===== src/rtl/port_rd_sram_selector.sv =====
// Egress read-side SRAM selector: scans the shared per-SRAM status bus one SRAM per cycle
// and issues a held read request. Define RD_SELECT_STICKY_EN to enable sticky reuse (modes 2/3).
module port_rd_sram_selector (
  input  logic       clk,
  input  logic       rst_n,
  input  logic [1:0] select_mode,
  input  logic [4:0] select_threshold,
  input  logic       select_enable,
  input  logic       viscous,
  output logic [4:0] scan_sram,
  input  logic [8:0] scan_amount,
  input  logic       scan_busy,
  output logic       rd_req,
  output logic [4:0] rd_sram,
  input  logic       rd_ack,
  output logic       sel_done,
  output logic [1:0] sel_state
);

  typedef enum logic [1:0] {
    IDLE = 2'd0,
    SCAN = 2'd1,
    READ = 2'd2,
    DONE = 2'd3
  } state_t;

  state_t     state;
  logic [4:0] rr_ptr;
  logic [4:0] tick;
  logic       found;
  logic [4:0] best_sram;
  logic [8:0] best_amount;
  logic       mode_max;
  logic       take;
  logic       commit;

  assign sel_state = state;
  assign mode_max  = (select_mode != 2'd0);
  assign take      = !scan_busy && (scan_amount != '0) &&
                     (mode_max ? (scan_amount > best_amount) : !found);
  assign commit    = found && (!mode_max || (tick >= select_threshold));

`ifdef RD_SELECT_STICKY_EN
  logic [4:0] last_sram;
  logic [8:0] sticky_remaining;
  logic       sticky_valid;
  logic       from_sticky;
  logic       sticky_hit;

  assign sticky_hit = select_mode[1] && viscous && sticky_valid && (sticky_remaining != '0);
`else
  logic unused_viscous;
  assign unused_viscous = viscous;
`endif

  always_ff @(posedge clk) begin
    if (!rst_n) begin
      state       <= IDLE;
      rd_req      <= 1'b0;
      rd_sram     <= '0;
      scan_sram   <= '0;
      sel_done    <= 1'b0;
      rr_ptr      <= '1;
      tick        <= '0;
      found       <= 1'b0;
      best_sram   <= '0;
      best_amount <= '0;
`ifdef RD_SELECT_STICKY_EN
      last_sram        <= '0;
      sticky_remaining <= '0;
      sticky_valid     <= 1'b0;
      from_sticky      <= 1'b0;
`endif
    end else begin
      sel_done <= 1'b0;
`ifdef RD_SELECT_STICKY_EN
      // Dropping out of the sticky modes invalidates any remembered SRAM.
      if (!select_mode[1]) sticky_valid <= 1'b0;
`endif
      case (state)
        IDLE: begin
          if (select_enable) begin
`ifdef RD_SELECT_STICKY_EN
            if (sticky_hit) begin
              rd_sram     <= last_sram;
              rd_req      <= 1'b1;
              from_sticky <= 1'b1;
              state       <= READ;
            end else
`endif
            begin
              scan_sram   <= rr_ptr + 5'd1;
              tick        <= '0;
              found       <= 1'b0;
              best_amount <= '0;
              state       <= SCAN;
            end
          end
        end
        SCAN: begin
          scan_sram <= scan_sram + 5'd1;
          if (tick != 5'd31) tick <= tick + 5'd1;
          // Candidate frozen on the commit cycle so best_amount matches rd_sram.
          if (take && !commit) begin
            best_sram   <= scan_sram;
            best_amount <= scan_amount;
            found       <= 1'b1;
          end
          if (!select_enable) begin
            state <= IDLE;
          end else if (commit) begin
            rd_sram <= best_sram;
            rd_req  <= 1'b1;
`ifdef RD_SELECT_STICKY_EN
            from_sticky <= 1'b0;
`endif
            state   <= READ;
          end
        end
        READ: begin
          if (rd_ack) begin
            rd_req   <= 1'b0;
            sel_done <= 1'b1;
            rr_ptr   <= rd_sram;
            state    <= DONE;
`ifdef RD_SELECT_STICKY_EN
            if (from_sticky) begin
              sticky_remaining <= sticky_remaining - 9'd1;
              if (sticky_remaining == 9'd1) sticky_valid <= 1'b0;
            end else begin
              last_sram        <= rd_sram;
              sticky_remaining <= best_amount - 9'd1;
              sticky_valid     <= 1'b1;
            end
`endif
          end
        end
        DONE: begin
          state <= IDLE;
        end
        default: state <= IDLE;
      endcase
    end
  end

endmodule

===== config.mk =====
export PLATFORM = sky130hd
export DESIGN_NAME = port_rd_sram_selector
export DESIGN_NICKNAME = d
export VERILOG_FILES = /design/src/rtl/port_rd_sram_selector.sv
export SDC_FILE = /design/constraint.sdc
export NUM_CORES = 1
export LEC_CHECK = 0
export BUFFER_PORTS_ARGS = -buffer_cell sky130_fd_sc_hd__buf_2
export CAP_MARGIN = 20
export CORE_UTILIZATION = 41
export CTS_CLUSTER_DIAMETER = 40
export DETAILED_ROUTE_END_ITERATION = 16
export PLACE_DENSITY_LB_ADDON = 0.25
export SLEW_MARGIN = 15
export SYNTH_ARGS = -nofsm -noshare
export SYNTH_HDL_FRONTEND = slang
export SYNTH_SLANG_ARGS = --single-unit

===== constraint.sdc =====
create_clock -name clk -period 4.2 [get_ports clk]
set_input_delay 0.42 -clock clk [delete_from_list [all_inputs] [get_ports clk]]
set_output_delay 0.42 -clock clk [all_outputs]
set_load 0.05 [all_outputs]

==> metrics.md <==
| Metric | Value |
|---|---|
| Hold Crit Endpoint | best_amount[0] |
| Clk_lat worst skew | 0.29 ns |
| Minimum clock period | 2.61 ns |
| Sequential-to-total area share from yosys stat | 38.4% |
| GRT Residual Overflow | 0 |
| WL final | 4.16 mm |
| Post-route ant nets | 0 |
| Initial antenna violation count | 0 |
| Worst Path Required | 4.42 ns |
| Top cells by count, synth | 47 x nand2_1, 39 x dfxtp_1, 21 x mux2i_1 |
| FP Rows | 25 |
| Placed cell area | 2250 sq um |
| Primary FF master, synth | dfxtp_1 |
| EDFF count, synth | 0 |
| CTS clk-pin slew, worst paths | 0.08 ns |
| Worst Setup Start Kind | flop |
| N_diodes | 0 |
| Syn Inst Count | 239 |
| Library cells used by synthesis | 37 |
| Final WS setup | 1.59 ns |
| Routed wire length per instance | 12.2 um |
| Vias in the first global route | 1608 |
| Maxcap violations | 0 |
| Final Instance Area | 2370 sq um |
| RSZ-0062 raised after global routing | no |
| Initial Util | 42.8% |
| Util after Layout | 49.8% |
| Yosys top cell area share | 38.4% |
| Clock Root Buffer | clkbuf_8 |
| Final setup viols | 0 |
| DR vias | 1764 |
| Critical Path Start | tick[0] |
| Relative slew slack | 36.2% |
| Most numerous cell in the Yosys netlist | nand2_1 |
| Slowest cell delay on critical path | 0.85 ns |
| Largest net degree at the start of global routing | 32 |
| Achievable frequency | 383 MHz |
| Final Hold Viols | 0 |
| Final period util | 62.1% |
| Post-synthesis async set-or-reset flop share | 0% |
| Hold Path Origin | scan_amount[0] |
| Global-route wire length before repair | 7.25 mm |
| H-tree depth | 2 |
| # nets final | 313 |
| Starting DRC count in detailed routing | 57 |
| Area of the die | 5240 sq um |
| Core ar. | 4750 sq um |
| Final Skew | 0.00517 ns |
| Clock sink total | 39 |
| Overall routing resource usage | 17.9% |
| RR Startpoint | tick[0] |
| Internal reg-to-reg setup slack | 1.59 ns |
| Synth area leader | dfxtp_1 |
| CTS Hold Bufs | 0 |
| Critical path's top delay family | simple AND/OR/NAND/NOR gates |
| DR vias/cell | 5.16 |
| Syn_nets | 278 |
| Crit Path Category | flop to flop |
| Fraction of layout cells with a size suffix above 1 | 16.7% |
| Peak supply drop | 0.293 mV |
| Synth Register Bits | 39 |
| Leakage power | 1.06 nW |
| Pwr Density | 346 nW/um^2 |
| Worst path slowest cell | nor3_4 |
| Slew Viols, Final | 0 |
| Residual DRC | 0 |
| Die Y | 72.4 um |
| YS warnings | 0 |
| Post-cts resize count | 0 |
| Worst r2r dst | best_sram[4] |
| Top cells by area, synth | dfxtp_1 38%, ha_1 10%, mux2i_1 10% |
| I/O Pins | 36 |
| Postcts setup bufs | 0 |
| Critical Path End Type | flop |
| Worst slew pin tran | 0.954 ns |
| DRT Pass-1 Iters | 4 |
| Worst-path fanout max | 15 |
| Syn-to-layout area delta | 16.6% |
| Clk buf depth | 2 |
| CTS buffer count | 5 |
| Hold WC Path Type | primary input to flop |
| Status | completed |
| Critical path, cell by cell | inv_1, ha_1, nand2b_1, a21o_1, a21oi_1, o211ai_1, nor3_4, mux2i_1 |
| Place WS | 1.49 ns |
| Die W | 72.4 um |
| Post-Syn Area | 2030 sq um |
| WP buf/inv | 1 |
| IO buf count | 34 |
| WP data arrival | 2.83 ns |
| Gpl congestion | 0.766 |
| CTS tree | built |
| DP HPWL | 3.06 mm |
| Setup TNS | 0 ns |
| Min-Delay Path Depth | 3 |
| Avg Cell Area, Syn | 8.51 sq um |
| Reg2Reg Depth | 8 |
==> worst max path at each step <==
stage,endpoint,slack [ns],cells past startpoint
6_report,best_sram[4],1.59,8
5_1_grt,best_amount[7],1.39,8
4_1_cts,best_sram[4],1.54,8
3_5_place_dp,best_amount[7],1.49,8
3_3_place_gp,best_amount[6],1.51,8
2_1_floorplan,scan_sram[4],2.11,8
==> where the power goes <==
| group | switching (mW) | leakage [nW] | total [mW] | internal [mW] |
|---|---|---|---|---|
| Clock | 0.132 | 0.0612 | 0.324 | 0.192 |
| Combinational | 0.0676 | 0.681 | 0.107 | 0.0389 |
| Sequential | 0.0107 | 0.316 | 0.389 | 0.379 |
| Total | 0.210 | 1.06 | 0.820 | 0.610 |
==> cell type report <==
class | count | area (sq um)
Multi-Input combinational cell | 173 | 1140
Inverter | 21 | 78.8
Clock buffer | 6 | 82.6
Timing Repair Buffer | 34 | 170
Fill cell | 460 | 2380
Tap cell | 67 | 83.8
Clock inverter | 2 | 35.0
Sequential cell | 39 | 781
==> cells in the final DEF (no fill, tap or decap), types with 3 or more instances in the layout <==
cell,instances
mux2i_1,21
nor2_1,15
dfxtp_1,39
o22a_1,5
inv_1,20
nor2b_1,3
clkbuf_8,6
nand4_1,3
o21ai_0,8
a22oi_1,3
a21oi_1,11
nor3_1,3
a31oi_1,3
nand3_1,11
buf_2,34
nand2_1,47
ha_1,17
==> state kept, by name, summed over array words and instances, names as in the netlist, named ones only <==
register,flops
tick,5
best_amount,9
scan_sram,5
rd_sram,5
sel_state,1
rd_req,1
rr_ptr,5
found,1
best_sram,5
sel_done,1
==> stage by stage <==
stage / power, mW / cells / hold WS, ns
after floorplan: 0.474 / 239 / 0.435
after global placement: 0.504 / 334 / 0.435
after detailed placement: 0.506 / 334 / 0.446
after CTS: 0.829 / 342 / 0.383
after global routing: 0.857 / 342 / 0.403
final: 0.820 / 342 / 0.393
==> routing by layer <==
metal / vias up / part of all wire [%] / track usage [%]
met1: 818 / 49 / 23.1
li1: 903 / - / -
met3: 4 / 5.0 / 4.44
met5: - / 0 / 0
met2: 39 / 45 / 29.3
met4: 0 / 1.3 / 5.88
==> cells by family after synthesis <==
logic type      synth area share [%]
simple gates                    20.0
mux                             10.3
xor+xnor                       0.862
compound gates                  14.3
flops                           38.4
buf+inv                         5.60
fa+ha+maj                       10.5
==> worst reg2reg max path, stage by stage, from the launching register on <==
cell and delay [ns]:
dfxtp_1 0.40, inv_1 0.07, ha_1 0.26, nand2b_1 0.13, a21o_1 0.17, a21oi_1 0.15, o211ai_1 0.23, nor3_4 0.85
mux2i_1 0.27
No activity file was read; power rests on OpenSTA's default activity.
